===== src/rtl/lsu_align.sv =====
// lsu_align: RV32 load/store alignment unit.
// Decodes size/sign from funct3, drives a byte-addressed memory port and
// returns extended load data. Misaligned half/word accesses are split into
// sequential byte accesses unless LSU_MISALIGN_TRAP_EN is defined, in which
// case they complete immediately with resp_err=1 and no memory access.
module lsu_align #(
  parameter int unsigned ADDR_W = 32,
  parameter int unsigned DATA_W = 32
) (
  input  logic              clk,
  input  logic              rst_n,
  input  logic              req_valid,
  output logic              req_ready,
  input  logic              req_we,
  input  logic [2:0]        req_funct3,
  input  logic [ADDR_W-1:0] req_addr,
  input  logic [DATA_W-1:0] req_wdata,
  output logic              resp_valid,
  output logic [DATA_W-1:0] resp_rdata,
  output logic              resp_err,
  output logic [ADDR_W-1:0] mem_addr,
  output logic [DATA_W-1:0] mem_wdata,
  output logic              mem_we,
  output logic [1:0]        mem_len,
  input  logic [DATA_W-1:0] mem_rdata
);

  typedef enum logic [1:0] {IDLE, ACCESS, DONE} state_e;

  state_e              state_q, state_d;
  logic                we_q, we_d;
  logic [2:0]          f3_q, f3_d;
  logic [ADDR_W-1:0]   addr_q, addr_d;
  logic [DATA_W-1:0]   wdata_q, wdata_d;
  logic [DATA_W-1:0]   asm_q, asm_d;
  logic                split_q, split_d;
  logic                err_q, err_d;
  logic [1:0]          k_q, k_d;
  logic [1:0]          last_q, last_d;

  logic                legal;
  logic                misal;
  logic                sext;

  // Request decode: funct3 legality and natural-alignment check.
  always_comb begin
    if (req_we) legal = (req_funct3 == 3'b000) || (req_funct3 == 3'b001) ||
                        (req_funct3 == 3'b010);
    else        legal = (req_funct3 == 3'b000) || (req_funct3 == 3'b001) ||
                        (req_funct3 == 3'b010) || (req_funct3 == 3'b100) ||
                        (req_funct3 == 3'b101);
    misal = ((req_funct3[1:0] == 2'b01) && req_addr[0]) ||
            ((req_funct3[1:0] == 2'b10) && (req_addr[1:0] != 2'b00));
  end

  assign req_ready = (state_q == IDLE);
  assign sext      = ~f3_q[2];

  // Next-state, memory port drive, load assembly and response formatting.
  always_comb begin
    state_d    = state_q;
    we_d       = we_q;
    f3_d       = f3_q;
    addr_d     = addr_q;
    wdata_d    = wdata_q;
    asm_d      = asm_q;
    split_d    = split_q;
    err_d      = err_q;
    k_d        = k_q;
    last_d     = last_q;
    mem_addr   = '0;
    mem_wdata  = '0;
    mem_we     = 1'b0;
    mem_len    = 2'b00;
    resp_valid = 1'b0;
    resp_err   = 1'b0;
    resp_rdata = '0;
    unique case (state_q)
      IDLE: begin
        if (req_valid) begin
          we_d    = req_we;
          f3_d    = req_funct3;
          addr_d  = req_addr;
          wdata_d = req_wdata;
          asm_d   = '0;
          k_d     = 2'd0;
          split_d = misal;
          err_d   = ~legal;
          // ops-1: a split access issues one byte op per byte of the size
          last_d  = misal ? (req_funct3[1] ? 2'd3 : 2'd1) : 2'd0;
          if (!legal) state_d = DONE;
`ifdef LSU_MISALIGN_TRAP_EN
          else if (misal) begin
            err_d   = 1'b1;
            state_d = DONE;
          end
`endif
          else state_d = ACCESS;
        end
      end
      ACCESS: begin
        mem_we = we_q;
        if (split_q) begin
          mem_addr  = addr_q + ADDR_W'(k_q);
          mem_len   = 2'b00;
          mem_wdata = DATA_W'(wdata_q[{k_q, 3'b000} +: 8]);
          if (!we_q) asm_d[{k_q, 3'b000} +: 8] = mem_rdata[7:0];
        end else begin
          mem_addr  = addr_q;
          mem_len   = f3_q[1] ? 2'b11 : (f3_q[0] ? 2'b01 : 2'b00);
          mem_wdata = wdata_q;
          if (!we_q) asm_d = mem_rdata;
        end
        if (k_q == last_q) state_d = DONE;
        else               k_d     = k_q + 2'd1;
      end
      DONE: begin
        resp_valid = 1'b1;
        resp_err   = err_q;
        if (!we_q && !err_q) begin
          unique case (f3_q[1:0])
            2'b00:   resp_rdata = {{24{sext & asm_q[7]}},  asm_q[7:0]};
            2'b01:   resp_rdata = {{16{sext & asm_q[15]}}, asm_q[15:0]};
            default: resp_rdata = asm_q;
          endcase
        end
        state_d = IDLE;
      end
      default: state_d = IDLE;
    endcase
  end

  // State and request-context registers.
  always_ff @(posedge clk or negedge rst_n) begin
    if (!rst_n) begin
      state_q <= IDLE;
      we_q    <= 1'b0;
      f3_q    <= '0;
      addr_q  <= '0;
      wdata_q <= '0;
      asm_q   <= '0;
      split_q <= 1'b0;
      err_q   <= 1'b0;
      k_q     <= '0;
      last_q  <= '0;
    end else begin
      state_q <= state_d;
      we_q    <= we_d;
      f3_q    <= f3_d;
      addr_q  <= addr_d;
      wdata_q <= wdata_d;
      asm_q   <= asm_d;
      split_q <= split_d;
      err_q   <= err_d;
      k_q     <= k_d;
      last_q  <= last_d;
    end
  end

endmodule


===== config.mk =====
export PLATFORM = sky130hd
export DESIGN_NAME = lsu_align
export DESIGN_NICKNAME = d
export VERILOG_FILES = /design/src/rtl/lsu_align.sv
export SDC_FILE = /design/constraint.sdc
export NUM_CORES = 1
export LEC_CHECK = 0
export ABC_AREA = 1
export CORE_MARGIN = 2
export CORE_UTILIZATION = 47
export DETAILED_ROUTE_END_ITERATION = 10
export HOLD_SLACK_MARGIN = 0.08
export PLACE_DENSITY_LB_ADDON = 0.25
export SETUP_SLACK_MARGIN = 0.5
export SLEW_MARGIN = 20
export SYNTH_ARGS = -nofsm -noshare
export SYNTH_HDL_FRONTEND = slang
export SYNTH_SLANG_ARGS = --single-unit

===== constraint.sdc =====
create_clock -name clk -period 2.7 [get_ports clk]
set_input_delay 0.27 -clock clk [delete_from_list [all_inputs] [get_ports clk]]
set_output_delay 0.27 -clock clk [all_outputs]
set_load 0.1 [all_outputs]

* Word level (Yosys, flattened, before mapping)
Index checks and enable logic that the tools add are counted.
Cells by class: $add $sub $neg 3, equal/unequal tests 14, shifts and indexed selects 3, multiplexer cells 30, bitwise operators 4, reductions and logical operators 19
Operators with widths (number):
- 32-bit two-way mux | 10
- 32-bit case mux with 2 select lines | 2
- 32-bit by 2-bit adder with 32-bit output | 1
- 32-bit bitwise mux | 1
- 8-bit by 7-bit variable shift with 32-bit output (first input constant) | 1
- 32-bit by 6-bit variable part select with 8-bit output | 1
- 8-bit by 7-bit variable part select with 32-bit output | 1
- 2-bit two-way mux | 10
- 2-bit inequality test (second input constant) | 4
- 2-bit case mux with 2 select lines | 2
- 5-bit negation with 7-bit output | 1
- 2-bit by 1-bit == test with 1-bit output (second input constant) | 3
- 3-bit == test (second input constant) | 2
- 3-bit AND reduction | 2
- 1-bit logical OR | 5
- 1-bit two-way mux | 5
- 2-bit == test (second input constant) | 2
- 2-bit logical NOT | 2
- 2-bit AND reduction | 2
- 2-bit nonzero test | 2
- 3-bit by 1-bit == test with 1-bit output (second input constant) | 1
- 3-bit by 2-bit == test with 1-bit output (second input constant) | 1
- 1-bit logical AND | 3
- 3-bit logical NOT | 1
- 5 further kinds | 8
Word-level totals: flip-flop bits (word level) 108, input bits 103, word-level logic and storage cells 83

* Logic depth before layout (Yosys ltp)
Gate-level depths: netlist (run 1).
depth after elaboration 9, mapped depth 13

* Least setup slack after synthesis (run 1)
No wires, ideal clock.
path type reg2out, start point register state_q[0], end point output port resp_rdata[28], arrival 4.173 ns, required time 2.430 ns, slack -1.743 ns, stages on the path, launching flop included 6, cells stage by stage dfrtp_1 nor2_1 nand2_1 a31o_2 buf_2 a21oi_1
Between the ends: longest elaborated chain between the ends 2
RTL lines:
- start, declared | line 30 | state_e state_q, state_d;
- start signal, assigned | line 147 | state_q <= state_d;
- 2-bit == test | line 78 | unique case (state_q)
- 32-bit two-way mux | line 78
- end, declared | line 19 | output logic [DATA_W-1:0] resp_rdata,
No other way between the ends.

* Worst setup path after layout (run 1)
start point register addr_q[0], end point output port mem_addr[10]
Between the ends: longest elaborated chain between the ends 3
RTL lines:
- start, declared | line 33 | logic [ADDR_W-1:0] addr_q, addr_d;
- start signal, assigned | line 150 | addr_q <= addr_d;
- 32-bit by 2-bit adder with 32-bit output | line 104 | mem_addr = addr_q + ADDR_W'(k_q);
- 32-bit two-way mux | line 103 | if (split_q) begin
- 32-bit two-way mux | line 78
- end, declared | line 21 | output logic [ADDR_W-1:0] mem_addr,
No other way between the ends.

==> impl_results.html, run 1 <==
<table>
<tr><th>Metric</th><th>Value</th></tr>
<tr><th colspan="2">Timing</th></tr>
<tr><td>Fin. max-slew vios</td><td>0</td></tr>
<tr><td>Minimum period implied by the final worst setup slack</td><td>2810 ps</td></tr>
<tr><td>Post-layout worst setup margin</td><td>-115 ps</td></tr>
<tr><td>Worst clock skew on the final layout</td><td>about 8.5 ps</td></tr>
<tr><td>Unrepaired setup endpoints after global routing</td><td>true</td></tr>
<tr><td>Fmax</td><td>355 MHz</td></tr>
<tr><td>Share of the clock period used by the worst path after layout</td><td>1.04</td></tr>
<tr><td>Final setup fails</td><td>8</td></tr>
<tr><td>Final Hold Viols</td><td>0</td></tr>
<tr><td>Actual transition at the worst max-transition pin</td><td>~860 ps</td></tr>
<tr><td>Setup TNS</td><td>-697 ps</td></tr>
<tr><td>Worst-case headroom to the max-slew limit</td><td>0.425</td></tr>
<tr><th colspan="2">Detailed routing</th></tr>
<tr><td>Detail Route Antenna Nets</td><td>0</td></tr>
<tr><td>Vias per cell</td><td>about 5.6</td></tr>
<tr><td>Routed wire length</td><td>about 24000 um</td></tr>
<tr><td>Total vias in the final route</td><td>between 7000 and 8000</td></tr>
<tr><td>Initial DRT Pass Iterations</td><td>5</td></tr>
<tr><td>Iteration-0 DRC Markers</td><td>~820</td></tr>
<tr><td>Average detailed-routed wire length per instance</td><td>18.0 um</td></tr>
<tr><td>DRC</td><td>0</td></tr>
<tr><th colspan="2">Synthesis</th></tr>
<tr><td>Synth unique cells</td><td>37</td></tr>
<tr><td>Post-synthesis sequential area ratio</td><td>0.414</td></tr>
<tr><td>Syn Area/Cell</td><td>between 6 and 7 um2</td></tr>
<tr><td>Number of flip-flops and latches in the synthesized netlist</td><td>~110</td></tr>
<tr><td>Cell Area, Synth</td><td>6460 um2</td></tr>
<tr><td>Synthesized instance count</td><td>between 900 and 1000</td></tr>
<tr><td>Net count after synthesis</td><td>between 1000 and 1500</td></tr>
<tr><td>Synthesis Warnings</td><td>0</td></tr>
<tr><th colspan="2">Setup path</th></tr>
<tr><td>Critical R2R Launch</td><td>k_q[0]$_DFFE_PN0P_</td></tr>
<tr><td>Critical path class</td><td>flop to primary output</td></tr>
<tr><td>Startpoint class of the critical path</td><td>flop</td></tr>
<tr><td>Type of element capturing the critical path</td><td>primary output</td></tr>
<tr><td>Biggest fanout along the worst timing path</td><td>3</td></tr>
<tr><td>CP Data Arrival Time</td><td>around 2500 ps</td></tr>
<tr><td>Reg-to-reg endpoint</td><td>asm_q[28]$_DFFE_PN0P_</td></tr>
<tr><td>Logic depth of the worst register-to-register path</td><td>8</td></tr>
<tr><td>Slack of the worst reg-to-reg path</td><td>around 490 ps</td></tr>
<tr><td>CP startpoint</td><td>addr_q[0]$_DFFE_PN0P_</td></tr>
<tr><td>Endpoint required time on the critical path</td><td>2430 ps</td></tr>
<tr><td>Capturing element of the worst setup path</td><td>mem_addr[10]</td></tr>
<tr><th colspan="2">Floorplanning</th></tr>
<tr><td>Count of pins on the block boundary</td><td>205</td></tr>
<tr><td>Height of the chip</td><td>between 100 and 150 um</td></tr>
<tr><td>Floorplan row count</td><td>42</td></tr>
<tr><td>Effective utilization at floorplan</td><td>0.484</td></tr>
<tr><td>Die outline width</td><td>around 120 um</td></tr>
<tr><td>Core region area</td><td>13300 um2</td></tr>
<tr><td>Die outline area</td><td>14700 um2</td></tr>
<tr><th colspan="2">Placement</th></tr>
<tr><td>HPWL reported at the end of detailed placement</td><td>~16000 um</td></tr>
<tr><td>Post-place instance area</td><td>around 10000 um2</td></tr>
<tr><td>Global placer's final weighted congestion</td><td>approximately 0.90</td></tr>
<tr><td># placed instances</td><td>~1300</td></tr>
<tr><td>IO Port Bufs</td><td>approximately 200</td></tr>
<tr><th colspan="2">Pwr</th></tr>
<tr><td>Power per cell area</td><td>1060 nW/um2</td></tr>
<tr><td>Leakage power total</td><td>4.71 nW</td></tr>
<tr><td>Worst vdd rail ir drop</td><td>~0.0008 V</td></tr>
<tr><th colspan="2">Global route</th></tr>
<tr><td>Grt total ovfl</td><td>0</td></tr>
<tr><td>Global-route wire length before repair</td><td>approximately 36000 um</td></tr>
<tr><td>GR Util All Layers</td><td>0.317</td></tr>
<tr><td>Initial antenna violation count</td><td>1</td></tr>
<tr><td>Number of global-route vias before repair</td><td>approximately 7400</td></tr>
<tr><td>Pin count of the biggest net entering global routing</td><td>about 110</td></tr>
<tr><th colspan="2">Clock tree</th></tr>
<tr><td>Post-CTS clock slew at the launch and capture registers of the worst setup and hold paths</td><td>roughly 70 ps</td></tr>
<tr><td>CTS Sinks</td><td>between 100 and 150</td></tr>
<tr><td>Buffers from clock root to sink, at most</td><td>2</td></tr>
<tr><td>H-Tree Depth</td><td>3</td></tr>
<tr><td>CTS root buf</td><td>sky130_fd_sc_hd__clkbuf_16</td></tr>
<tr><td>Source-to-sink clock delay at the later pin of the worst-skew pair</td><td>about 360 ps</td></tr>
<tr><td>TritonCTS clock tree</td><td>built</td></tr>
<tr><td>TritonCTS buffer count</td><td>9</td></tr>
<tr><th colspan="2">Finish</th></tr>
<tr><td>Finished Layout Cells</td><td>about 1300</td></tr>
<tr><td>ANT cells</td><td>0</td></tr>
<tr><td>Area of all placed cells without fillers</td><td>11200 um2</td></tr>
<tr><td>Final #Nets</td><td>around 1300</td></tr>
<tr><td>Area Overhead vs Synth</td><td>73.8%</td></tr>
<tr><td>Fraction of layout instances using a drive strength above 1</td><td>0.280</td></tr>
<tr><th colspan="2">Job</th></tr>
<tr><td>Max-cap check violation count</td><td>0</td></tr>
<tr><th colspan="2">Outcome</th></tr>
<tr><td>Run status</td><td>finished, violations left</td></tr>
<tr><td>Failing checks</td><td>setup timing</td></tr>
<tr><th colspan="2">Min path</th></tr>
<tr><td>HP Class</td><td>input pin to flop</td></tr>
</table>
power by group:
part | switching (mW) | leakage (nW) | internal, mW
sequential | 0.665 | 1.35 | 2.31
clock | 0.603 | 0.180 | 1.03
combinational | 4.99 | 3.18 | 2.30
total | 6.26 | 4.71 | 5.63
area by class of cell:
class / count / area (um2)
sequential: 107 / 2680
clock inverter: 5 / 125
multi-input combinational: 697 / 4280
fill: 772 / 2110
inverter: 97 / 379
timing repair buffer: 251 / 3310
tap: 176 / 220
clock buffer: 11 / 243
stage by stage:
stage	hold slack, ps	setup slack (ps)	power, mW	util
3_3_place_gp	426	168	9.31	0.752
4_1_cts	439	-46.0	11.5	0.815
6_report	443	-115	11.9	0.842
2_1_floorplan	-25.6	-112	7.50	-
3_5_place_dp	432	79.8	9.50	0.752
5_1_grt	460	-204	12.5	0.842
worst min path at each step:
stage                  from  depth (start not counted)                      to
2_1_floorplan         rst_n                          0   addr_q[0]$_DFFE_PN0P_
3_3_place_gp          rst_n                          1    asm_q[0]$_DFFE_PN0P_
3_5_place_dp          rst_n                          1    asm_q[0]$_DFFE_PN0P_
4_1_cts        req_wdata[2]                          3  wdata_q[2]$_DFFE_PN0P_
5_1_grt        req_wdata[1]                          3  wdata_q[1]$_DFFE_PN0P_
6_report       req_wdata[2]                          3  wdata_q[2]$_DFFE_PN0P_
cells in the mapped netlist (all sizes together):
cell type  number  area, um2
nand2         283       1070
a31o            1       8.76
dfrtp         107       2680
nand3b          3       22.5
clkinv          2       7.51
inv            95        357
o22ai           1       6.26
fa              1       20.0
a31oi           2       12.5
nand3          40        200
ha              6       75.1
o21ai         100        534
nand4          22        138
nor2          144        566
a22o            9       78.8
clkbuf         20       75.1
o211ai          1       7.51
buf            22        125
o21bai          1       7.51
a22oi           8       60.1
a21oi          57        297
nor3            7       35.0
o21a            3       22.5
xor2            5       43.8
and3            1       6.26
xnor2           1       8.76
registers in the layout, indices dropped and copies added, names as in the netlist:
name     count
state_q      2
err_q        1
wdata_q     32
asm_q       32
k_q          2
we_q         1
last_q       2
addr_q      32
f3_q         3
per-layer routing:
| metal | wire (um) | vias up | GRT usage |
|---|---|---|---|
| met3 | 2060 | 90 | 0.0710 |
| met5 | 13 | - | 0 |
| met1 | 8790 | 3617 | 0.367 |
| met4 | 1070 | 2 | 0.161 |
| met2 | 12300 | 405 | 0.549 |
| li1 | - | 3475 | - |
worst max-delay path, cell delays in order, from the launching register on:
cell and delay [ps]:
sky130_fd_sc_hd__dfrtp_1 370, sky130_fd_sc_hd__ha_2 210, sky130_fd_sc_hd__inv_2 40, sky130_fd_sc_hd__fa_2 340
sky130_fd_sc_hd__inv_2 80, sky130_fd_sc_hd__nand2_4 60, sky130_fd_sc_hd__nor2_4 170, sky130_fd_sc_hd__buf_6 120
sky130_fd_sc_hd__nand3b_1 140, sky130_fd_sc_hd__buf_4 200, sky130_fd_sc_hd__buf_6 110, sky130_fd_sc_hd__a21oi_4 140
sky130_fd_sc_hd__buf_12 190
cell families after synthesis:
family                   count (synthesis)  synth area share
adder cells (fa/ha/maj)                  7            0.0147
AO/OA/AOI/OAI                          183             0.160
AND/OR/NAND/NOR                        500             0.316
XOR/XNOR                                 6           0.00813
flip-flops                             107             0.414
buffers and inverters                  139            0.0873
repair_timing:
item / CTS / global route
endpoints found under the setup margin: 76 / 76
setup buffers: 17 / 13
gates resized for setup: 79 / 57
hold endpoints to repair: 63 / 0
cloned: 2 / 0
pin swaps: 22 / 25
hold buffers: 1 / 0
cells in the final DEF (no fill, tap or decap), drive strengths merged:
cell type	netlist	layout
o21bai	1	1
bufinv	0	4
ha	6	6
clkinv	2	3
nand4	22	22
nand3b	3	3
fa	1	1
bufbuf	0	1
nor3	7	7
clkbuf	20	11
dfrtp	107	107
clkdlybuf4s50	0	101
nor2	144	144
a22o	9	9
a22oi	8	8
a21oi	57	57
xnor2	1	1
nand2	283	283
o21ai	100	100
o21a	3	3
and3	1	1
xor2	5	5
clkinvlp	0	1
a31oi	2	2
o211ai	1	1
o22ai	1	1
a31o	1	2
dlygate4sd3	0	1
buf	22	148
inv	95	94
nand3	40	40
Power figures use the tool's default switching activity.
==> run 2: changes to the inputs <==
Settings changed: CELL_PAD_IN_SITES_DETAIL_PLACEMENT from default to 1, CELL_PAD_IN_SITES_GLOBAL_PLACEMENT from default to 1, CORE_UTILIZATION 47 to 33, PLACE_DENSITY from default to 0.88, PLACE_DENSITY_LB_ADDON 0.25 to default.
==> run 2 against run 1 <==
  * Sequential cell count unchanged
  * Power increased by 0.88%
  * Cell count increased by 7.4%
  * First-iteration DRC count decreased by 41%
  * The flow still finishes with violations (setup timing)
  * Clock skew increased by 4.2 ps
  * Final area increased by 1.2%
  * Worst hold slack got worse by 130 ps
  * Non-clock buffer count increased by 10
  * Critical path depth increased by 1
  * Register-to-register slack improved by 170 ps
==> impl_results.html, run 2 (synthesis gave the netlist of run 1 again) <==
<table>
<tr><th>Metric</th><th>Value</th></tr>
<tr><th colspan="2">Outcome</th></tr>
<tr><td>Run status</td><td>finished, violations left</td></tr>
<tr><td>Failing checks</td><td>setup timing</td></tr>
<tr><th colspan="2">Floorplanning</th></tr>
<tr><td>Die outline width</td><td>144 um</td></tr>
<tr><td>Count of pins on the block boundary</td><td>205</td></tr>
<tr><td>Effective utilization at floorplan</td><td>0.334</td></tr>
<tr><td>Floorplan row count</td><td>slightly above 50</td></tr>
<tr><td>Core region area</td><td>around 19000 um2</td></tr>
<tr><td>Height of the chip</td><td>approximately 140 um</td></tr>
<tr><td>Die outline area</td><td>20700 um2</td></tr>
<tr><th colspan="2">Setup path</th></tr>
<tr><td>Ordered cell list for the critical path</td><td>ha_2, inv_2, fa_2, inv_2, nand2_4, nor2_4, nand3_4, nor2_4, nand2_1, nand2_2, nand2_2, nor2_4, buf_12</td></tr>
<tr><td>Startpoint class of the critical path</td><td>flop</td></tr>
<tr><td>Critical R2R Launch</td><td>k_q[0]$_DFFE_PN0P_</td></tr>
<tr><td>Delay contributed by the slowest stage of the critical path</td><td>~370 ps</td></tr>
<tr><td>Type of element capturing the critical path</td><td>primary output</td></tr>
<tr><td>Critical path class</td><td>flop to primary output</td></tr>
<tr><td>Dominant cell type by count on the critical path</td><td>sky130_fd_sc_hd__nor2_4</td></tr>
<tr><td>Worst path slowest cell</td><td>sky130_fd_sc_hd__dfrtp_1</td></tr>
<tr><td>Biggest fanout along the worst timing path</td><td>5</td></tr>
<tr><td>Slack of the worst reg-to-reg path</td><td>roughly 660 ps</td></tr>
<tr><td>Endpoint required time on the critical path</td><td>around 2400 ps</td></tr>
<tr><td>Logic depth of the worst register-to-register path</td><td>10</td></tr>
<tr><td>Buf+Inv Stages, Crit Path</td><td>3</td></tr>
<tr><td>CP Data Arrival Time</td><td>roughly 2600 ps</td></tr>
<tr><td>Reg-to-reg endpoint</td><td>asm_q[4]$_DFFE_PN0P_</td></tr>
<tr><td>Dominant delay contributor by cell family on the critical path</td><td>simple AND/OR/NAND/NOR gates</td></tr>
<tr><th colspan="2">Clock tree</th></tr>
<tr><td>Buffers from clock root to sink, at most</td><td>2</td></tr>
<tr><td>Source-to-sink clock delay at the later pin of the worst-skew pair</td><td>350 ps</td></tr>
<tr><td>TritonCTS buffer count</td><td>9</td></tr>
<tr><td>H-Tree Depth</td><td>3</td></tr>
<tr><td>Post-CTS clock slew at the launch and capture registers of the worst setup and hold paths</td><td>around 80 ps</td></tr>
<tr><td>TritonCTS clock tree</td><td>built</td></tr>
<tr><td>CTS Sinks</td><td>107</td></tr>
<tr><td>CTS root buf</td><td>sky130_fd_sc_hd__clkbuf_16</td></tr>
<tr><th colspan="2">Timing</th></tr>
<tr><td>Worst clock skew on the final layout</td><td>12.7 ps</td></tr>
<tr><td>Worst-case headroom to the max-slew limit</td><td>0.643</td></tr>
<tr><td>Setup TNS</td><td>-812 ps</td></tr>
<tr><td>Share of the clock period used by the worst path after layout</td><td>1.05</td></tr>
<tr><td>Final Hold Viols</td><td>0</td></tr>
<tr><td>Post-layout worst setup margin</td><td>-124 ps</td></tr>
<tr><td>Fmax</td><td>between 300 and 400 MHz</td></tr>
<tr><td>Final setup fails</td><td>15</td></tr>
<tr><td>Unrepaired setup endpoints after global routing</td><td>true</td></tr>
<tr><td>Actual transition at the worst max-transition pin</td><td>534 ps</td></tr>
<tr><td>Fin. max-slew vios</td><td>0</td></tr>
<tr><td>Minimum period implied by the final worst setup slack</td><td>roughly 2800 ps</td></tr>
<tr><td>Worst hold-check slack</td><td>~310 ps</td></tr>
<tr><th colspan="2">Detailed routing</th></tr>
<tr><td>Vias per cell</td><td>around 5.4</td></tr>
<tr><td>Iteration-0 DRC Markers</td><td>about 490</td></tr>
<tr><td>Average detailed-routed wire length per instance</td><td>about 21 um</td></tr>
<tr><td>Total vias in the final route</td><td>7745</td></tr>
<tr><td>Routed wire length</td><td>about 30000 um</td></tr>
<tr><td>DRC</td><td>0</td></tr>
<tr><td>Initial DRT Pass Iterations</td><td>5</td></tr>
<tr><td>Detail Route Antenna Nets</td><td>0</td></tr>
<tr><th colspan="2">Pwr</th></tr>
<tr><td>Leakage power total</td><td>between 4 and 5 nW</td></tr>
<tr><td>Worst vdd rail ir drop</td><td>0.000504 V</td></tr>
<tr><td>Power per cell area</td><td>1060 nW/um2</td></tr>
<tr><th colspan="2">Finish</th></tr>
<tr><td>Fraction of layout instances using a drive strength above 1</td><td>0.293</td></tr>
<tr><td>Finished Core Util</td><td>0.588</td></tr>
<tr><td>Area of all placed cells without fillers</td><td>11400 um2</td></tr>
<tr><td>ANT cells</td><td>0</td></tr>
<tr><td>Finished Layout Cells</td><td>about 1400</td></tr>
<tr><td>Leading cell type in the layout, fill and taps excluded</td><td>sky130_fd_sc_hd__nand2_1</td></tr>
<tr><td>Top Registers</td><td>addr_q: 32 flops, asm_q: 32 flops, wdata_q: 32 flops</td></tr>
<tr><td>Final #Nets</td><td>around 1300</td></tr>
<tr><td>Area Overhead vs Synth</td><td>75.9%</td></tr>
<tr><td>Commonest cells after routing, fill and taps aside</td><td>265 x sky130_fd_sc_hd__nand2_1, 104 x sky130_fd_sc_hd__dfrtp_1, 101 x sky130_fd_sc_hd__clkdlybuf4s50_1</td></tr>
<tr><th colspan="2">Placement</th></tr>
<tr><td>Post-place instance area</td><td>10200 um2</td></tr>
<tr><td>IO Port Bufs</td><td>204</td></tr>
<tr><td>HPWL reported at the end of detailed placement</td><td>roughly 19000 um</td></tr>
<tr><td># placed instances</td><td>1386</td></tr>
<tr><td>Global placer's final weighted congestion</td><td>0.884</td></tr>
<tr><th colspan="2">Global route</th></tr>
<tr><td>Number of global-route vias before repair</td><td>about 8000</td></tr>
<tr><td>Grt total ovfl</td><td>0</td></tr>
<tr><td>Pin count of the biggest net entering global routing</td><td>about 110</td></tr>
<tr><td>Initial antenna violation count</td><td>1</td></tr>
<tr><td>Global-route wire length before repair</td><td>43600 um</td></tr>
<tr><td>GR Util All Layers</td><td>0.272</td></tr>
<tr><th colspan="2">Job</th></tr>
<tr><td>Max-cap check violation count</td><td>0</td></tr>
<tr><th colspan="2">Min path</th></tr>
<tr><td>HP Class</td><td>input pin to async pin</td></tr>
</table>
run 2: cell types whose count changed in the layout (fill, tap and decap cells not counted), moves of 3 or more:
cell and change:
sky130_fd_sc_hd__o21ai_0 -12, sky130_fd_sc_hd__o21ai_1 +12, sky130_fd_sc_hd__buf_4 +8, sky130_fd_sc_hd__nand2_2 +6, sky130_fd_sc_hd__nor2_2 +5, sky130_fd_sc_hd__nand2_1 -4, sky130_fd_sc_hd__buf_12 +3, sky130_fd_sc_hd__buf_6 -3
sky130_fd_sc_hd__bufinv_16 -3, sky130_fd_sc_hd__nor2_4 -3
run 2: what timing repair did:
item / in CTS / in global routing
endpoints found under the setup margin: 80 / 92
endpoints found under the hold margin: 12 / 0
hold buffers: 1 / 0
pin swaps: 20 / 23
resized for setup: 91 / 56
gates cloned: 2 / 3
buffers inserted: 14 / 22
run 2: area by class of cell:
type | instances | area (um2)
clock buffer | 12 | 246
timing repair buffer | 261 | 3440
multi-input combinational | 698 | 4240
tap | 265 | 332
clock inverter | 4 | 50.0
fill | 2236 | 7960
sequential | 107 | 2680
inverter | 97 | 378
run 2: where the power goes:
group,total (mW),internal (mW),switching (mW)
Sequential,3.02,2.31,0.706
Clock,1.39,0.747,0.643
Combinational,7.59,2.39,5.20
run 2: worst max-delay path by stage:
stage	start	endpoint	slack, ps	cells after the start
floorplan	state_q[1]$_DFFE_PN0P_	mem_addr[21]	-110	5
global placement	addr_q[0]$_DFFE_PN0P_	mem_addr[30]	200	12
detailed placement	addr_q[0]$_DFFE_PN0P_	mem_addr[30]	100	12
CTS	k_q[0]$_DFFE_PN0P_	mem_addr[24]	-50	13
global route	addr_q[0]$_DFFE_PN0P_	mem_addr[24]	-240	13
finish	addr_q[0]$_DFFE_PN0P_	mem_addr[24]	-120	13
run 2: worst reg2reg max path, stage by stage (launching register included):
cell                      delay (ps)
sky130_fd_sc_hd__dfrtp_1         370
sky130_fd_sc_hd__buf_4           150
sky130_fd_sc_hd__buf_12          170
sky130_fd_sc_hd__inv_4            50
sky130_fd_sc_hd__ha_1            350
sky130_fd_sc_hd__inv_1           140
sky130_fd_sc_hd__a31oi_2         140
sky130_fd_sc_hd__buf_4           180
sky130_fd_sc_hd__nor2_1          170
sky130_fd_sc_hd__nand3_1         110
sky130_fd_sc_hd__o21ai_0         120
run 2: per-layer routing:
| layer | global-route usage | routed length, um |
|---|---|---|
| met1 | 0.328 | 11600 |
| met2 | 0.485 | 15400 |
| met3 | 0.0503 | 1790 |
| met4 | 0.0955 | 1130 |
| met5 | 0 | 0 |
run 2: per-stage QoR:
stage / power [mW] / worst slack [ps]
5_1_grt: 12.6 / -237
3_5_place_dp: 9.67 / 105
2_1_floorplan: 7.50 / -112
4_1_cts: 11.4 / -51.4
3_3_place_gp: 9.44 / 204
6_report: 12.0 / -124
==> run 3: changes to the inputs <==
Settings changed: MAX_ROUTING_LAYER from default to met4.
==> run 3 against run 2 <==
  * The flow still finishes with violations (setup timing)
  * Combinational power fell by 2%
  * Fmax fell by 0.20%
  * Utilization is 0.36 points lower
  * Cell count down 0.14%
  * Final area decreased by 0.62%
  * Critical path depth unchanged
  * First-iteration DRC count fell by 10%
  * Worst hold slack better by 0.89 ps
  * Clock-buffer cell count unchanged
  * Worst setup slack got worse by 5.8 ps
  * Wire length decreased by 1.0%
  * Critical path type unchanged
==> impl_results.html, run 3 (synthesis gave the netlist of run 1 again) <==
<table>
<tr><th>Metric</th><th>Value</th></tr>
<tr><th colspan="2">Clock tree</th></tr>
<tr><td>TritonCTS clock tree</td><td>built</td></tr>
<tr><td>CTS Sinks</td><td>roughly 110</td></tr>
<tr><td>TritonCTS buffer count</td><td>9</td></tr>
<tr><td>H-Tree Depth</td><td>3</td></tr>
<tr><td>Buffers from clock root to sink, at most</td><td>2</td></tr>
<tr><td>Post-CTS clock slew at the launch and capture registers of the worst setup and hold paths</td><td>approximately 70 ps</td></tr>
<tr><td>Source-to-sink clock delay at the later pin of the worst-skew pair</td><td>between 300 and 400 ps</td></tr>
<tr><td>CTS root buf</td><td>sky130_fd_sc_hd__clkbuf_16</td></tr>
<tr><th colspan="2">Placement</th></tr>
<tr><td>Pre-CTS WS</td><td>105 ps</td></tr>
<tr><td>Post-place instance area</td><td>~10000 um2</td></tr>
<tr><td>Global placer's final weighted congestion</td><td>0.899</td></tr>
<tr><td>IO Port Bufs</td><td>between 200 and 250</td></tr>
<tr><td># placed instances</td><td>~1400</td></tr>
<tr><td>HPWL reported at the end of detailed placement</td><td>19100 um</td></tr>
<tr><th colspan="2">Job</th></tr>
<tr><td>Max-cap check violation count</td><td>0</td></tr>
<tr><th colspan="2">Detailed routing</th></tr>
<tr><td>Routed metal-1 wire length</td><td>roughly 11000 um</td></tr>
<tr><td>Detail Route Antenna Nets</td><td>0</td></tr>
<tr><td>Average detailed-routed wire length per instance</td><td>a little over 20 um</td></tr>
<tr><td>Routed wire length</td><td>around 30000 um</td></tr>
<tr><td>DRC</td><td>0</td></tr>
<tr><td>Uppermost layer routed</td><td>met4</td></tr>
<tr><td>Vias per cell</td><td>approximately 5.3</td></tr>
<tr><td>Amount of wire on met3 after detailed routing</td><td>1880 um</td></tr>
<tr><td>Total vias in the final route</td><td>approximately 7700</td></tr>
<tr><td>Initial DRT Pass Iterations</td><td>8</td></tr>
<tr><td>Iteration-0 DRC Markers</td><td>437</td></tr>
<tr><td>Detailed route wirelength on metal2</td><td>roughly 15000 um</td></tr>
<tr><th colspan="2">Timing</th></tr>
<tr><td>Worst clock skew on the final layout</td><td>about 9.1 ps</td></tr>
<tr><td>Setup TNS</td><td>-789 ps</td></tr>
<tr><td>Actual transition at the worst max-transition pin</td><td>approximately 560 ps</td></tr>
<tr><td>Unrepaired setup endpoints after global routing</td><td>true</td></tr>
<tr><td>Final Hold Viols</td><td>0</td></tr>
<tr><td>Post-layout worst setup margin</td><td>-130 ps</td></tr>
<tr><td>Fin. max-slew vios</td><td>0</td></tr>
<tr><td>Worst-case headroom to the max-slew limit</td><td>0.627</td></tr>
<tr><td>Minimum period implied by the final worst setup slack</td><td>between 2000 and 3000 ps</td></tr>
<tr><td>Final setup fails</td><td>18</td></tr>
<tr><td>Worst hold-check slack</td><td>311 ps</td></tr>
<tr><td>Share of the clock period used by the worst path after layout</td><td>1.05</td></tr>
<tr><td>Fmax</td><td>around 350 MHz</td></tr>
<tr><th colspan="2">Floorplanning</th></tr>
<tr><td>Die outline area</td><td>around 21000 um2</td></tr>
<tr><td>Core region area</td><td>~19000 um2</td></tr>
<tr><td>Count of pins on the block boundary</td><td>approximately 210</td></tr>
<tr><td>Height of the chip</td><td>144 um</td></tr>
<tr><td>Die outline width</td><td>144 um</td></tr>
<tr><td>Floorplan row count</td><td>slightly above 50</td></tr>
<tr><td>Effective utilization at floorplan</td><td>0.334</td></tr>
<tr><th colspan="2">Outcome</th></tr>
<tr><td>Failing checks</td><td>setup timing</td></tr>
<tr><td>Run status</td><td>finished, violations left</td></tr>
<tr><th colspan="2">Setup path</th></tr>
<tr><td>Delay contributed by the slowest stage of the critical path</td><td>around 370 ps</td></tr>
<tr><td>Type of element capturing the critical path</td><td>primary output</td></tr>
<tr><td>Biggest fanout along the worst timing path</td><td>5</td></tr>
<tr><td>CP Data Arrival Time</td><td>around 2600 ps</td></tr>
<tr><td>Buf+Inv Stages, Crit Path</td><td>3</td></tr>
<tr><td>Startpoint class of the critical path</td><td>flop</td></tr>
<tr><td>Critical path class</td><td>flop to primary output</td></tr>
<tr><td>Dominant delay contributor by cell family on the critical path</td><td>simple AND/OR/NAND/NOR gates</td></tr>
<tr><td>Ordered cell list for the critical path</td><td>ha_2, inv_2, fa_2, inv_2, nand2_4, nor2_4, nand3_4, nor2_4, nand2_1, nand2_2, nand2_2, nor2_4, buf_12</td></tr>
<tr><td>Worst path slowest cell</td><td>sky130_fd_sc_hd__dfrtp_1</td></tr>
<tr><td>Endpoint required time on the critical path</td><td>roughly 2400 ps</td></tr>
<tr><td>Dominant cell type by count on the critical path</td><td>sky130_fd_sc_hd__nor2_4</td></tr>
<tr><th colspan="2">Pwr</th></tr>
<tr><td>Power per cell area</td><td>1050 nW/um2</td></tr>
<tr><td>Leakage power total</td><td>4.70 nW</td></tr>
<tr><td>Worst vdd rail ir drop</td><td>0.000503 V</td></tr>
<tr><td>Overall power of the completed layout</td><td>~12 mW</td></tr>
<tr><th colspan="2">Global route</th></tr>
<tr><td>Grt total ovfl</td><td>0</td></tr>
<tr><td>Initial antenna violation count</td><td>1</td></tr>
<tr><td>Global-route wire length before repair</td><td>~44000 um</td></tr>
<tr><td>Number of global-route vias before repair</td><td>around 8100</td></tr>
<tr><td>GR Util All Layers</td><td>0.280</td></tr>
<tr><td>Pin count of the biggest net entering global routing</td><td>106</td></tr>
<tr><th colspan="2">Finish</th></tr>
<tr><td>Final #Nets</td><td>roughly 1300</td></tr>
<tr><td>Top Registers</td><td>addr_q: 32 flops, asm_q: 32 flops, wdata_q: 32 flops</td></tr>
<tr><td>Area Overhead vs Synth</td><td>74.8%</td></tr>
<tr><td>Finished Layout Cells</td><td>between 1000 and 1500</td></tr>
<tr><td>Commonest cells after routing, fill and taps aside</td><td>265 x sky130_fd_sc_hd__nand2_1, 104 x sky130_fd_sc_hd__dfrtp_1, 101 x sky130_fd_sc_hd__clkdlybuf4s50_1</td></tr>
<tr><td>Leading cell type in the layout, fill and taps excluded</td><td>sky130_fd_sc_hd__nand2_1</td></tr>
<tr><td>Fraction of layout instances using a drive strength above 1</td><td>0.289</td></tr>
<tr><td>Finished Core Util</td><td>0.584</td></tr>
<tr><td>Area of all placed cells without fillers</td><td>11300 um2</td></tr>
<tr><th colspan="2">Min path</th></tr>
<tr><td>HP Class</td><td>input pin to async pin</td></tr>
</table>
run 3: cell types whose count changed in the layout (fill, tap and decap cells not counted), moves of 2 or more:
cell / delta
sky130_fd_sc_hd__buf_6: +9
sky130_fd_sc_hd__o21ai_1: -2
sky130_fd_sc_hd__buf_4: -8
sky130_fd_sc_hd__o21ai_0: +2
sky130_fd_sc_hd__nor2_2: +7
sky130_fd_sc_hd__buf_12: -2
sky130_fd_sc_hd__nor2_4: -8
run 3: cell type report:
class	count	area [um2]
antenna	1	2.50
clock buffer	12	246
clock inverter	4	50.0
fill	2225	8030
inverter	97	378
multi-input combinational	698	4210
sequential	107	2680
tap	265	332
timing repair buffer	258	3400
run 3: metal layers:
layer | global-route usage | vias up
met5 | - | -
met4 | 0.0986 | 0
met3 | 0.0497 | 77
met2 | 0.484 | 330
met1 | 0.327 | 3815
li1 | - | 3490
run 3: what timing repair did:
item / 4_1_cts / 5_1_grt
cloned: 2 / 3
endpoints found under the hold margin: 12 / 0
pin swaps: 20 / 23
setup endpoints to repair: 80 / 93
gates resized for setup: 91 / 51
hold buffers: 1 / 0
setup buffers: 14 / 19
run 3: power breakdown:
| part | total [mW] | switching (mW) | internal, mW |
|---|---|---|---|
| registers | 3.01 | 0.700 | 2.31 |
| clock network | 1.39 | 0.640 | 0.746 |
| logic | 7.47 | 5.13 | 2.33 |
run 3: final timing paths:
check	from	cells after the start	slack [ps]	endpoint
setup reg to reg	state_q[1]$_DFFE_PN0P_	8	550	k_q[1]$_DFFE_PN0P_
hold / removal	rst_n	2	310	asm_q[2]$_DFFE_PN0P_
setup / recovery	addr_q[0]$_DFFE_PN0P_	13	-130	mem_addr[24]
hold reg to reg	asm_q[8]$_DFFE_PN0P_	2	490	asm_q[8]$_DFFE_PN0P_
min in group clk	req_wdata[22]	3	450	wdata_q[22]$_DFFE_PN0P_
max in group asynchronous	rst_n	3	1640	addr_q[20]$_DFFE_PN0P_
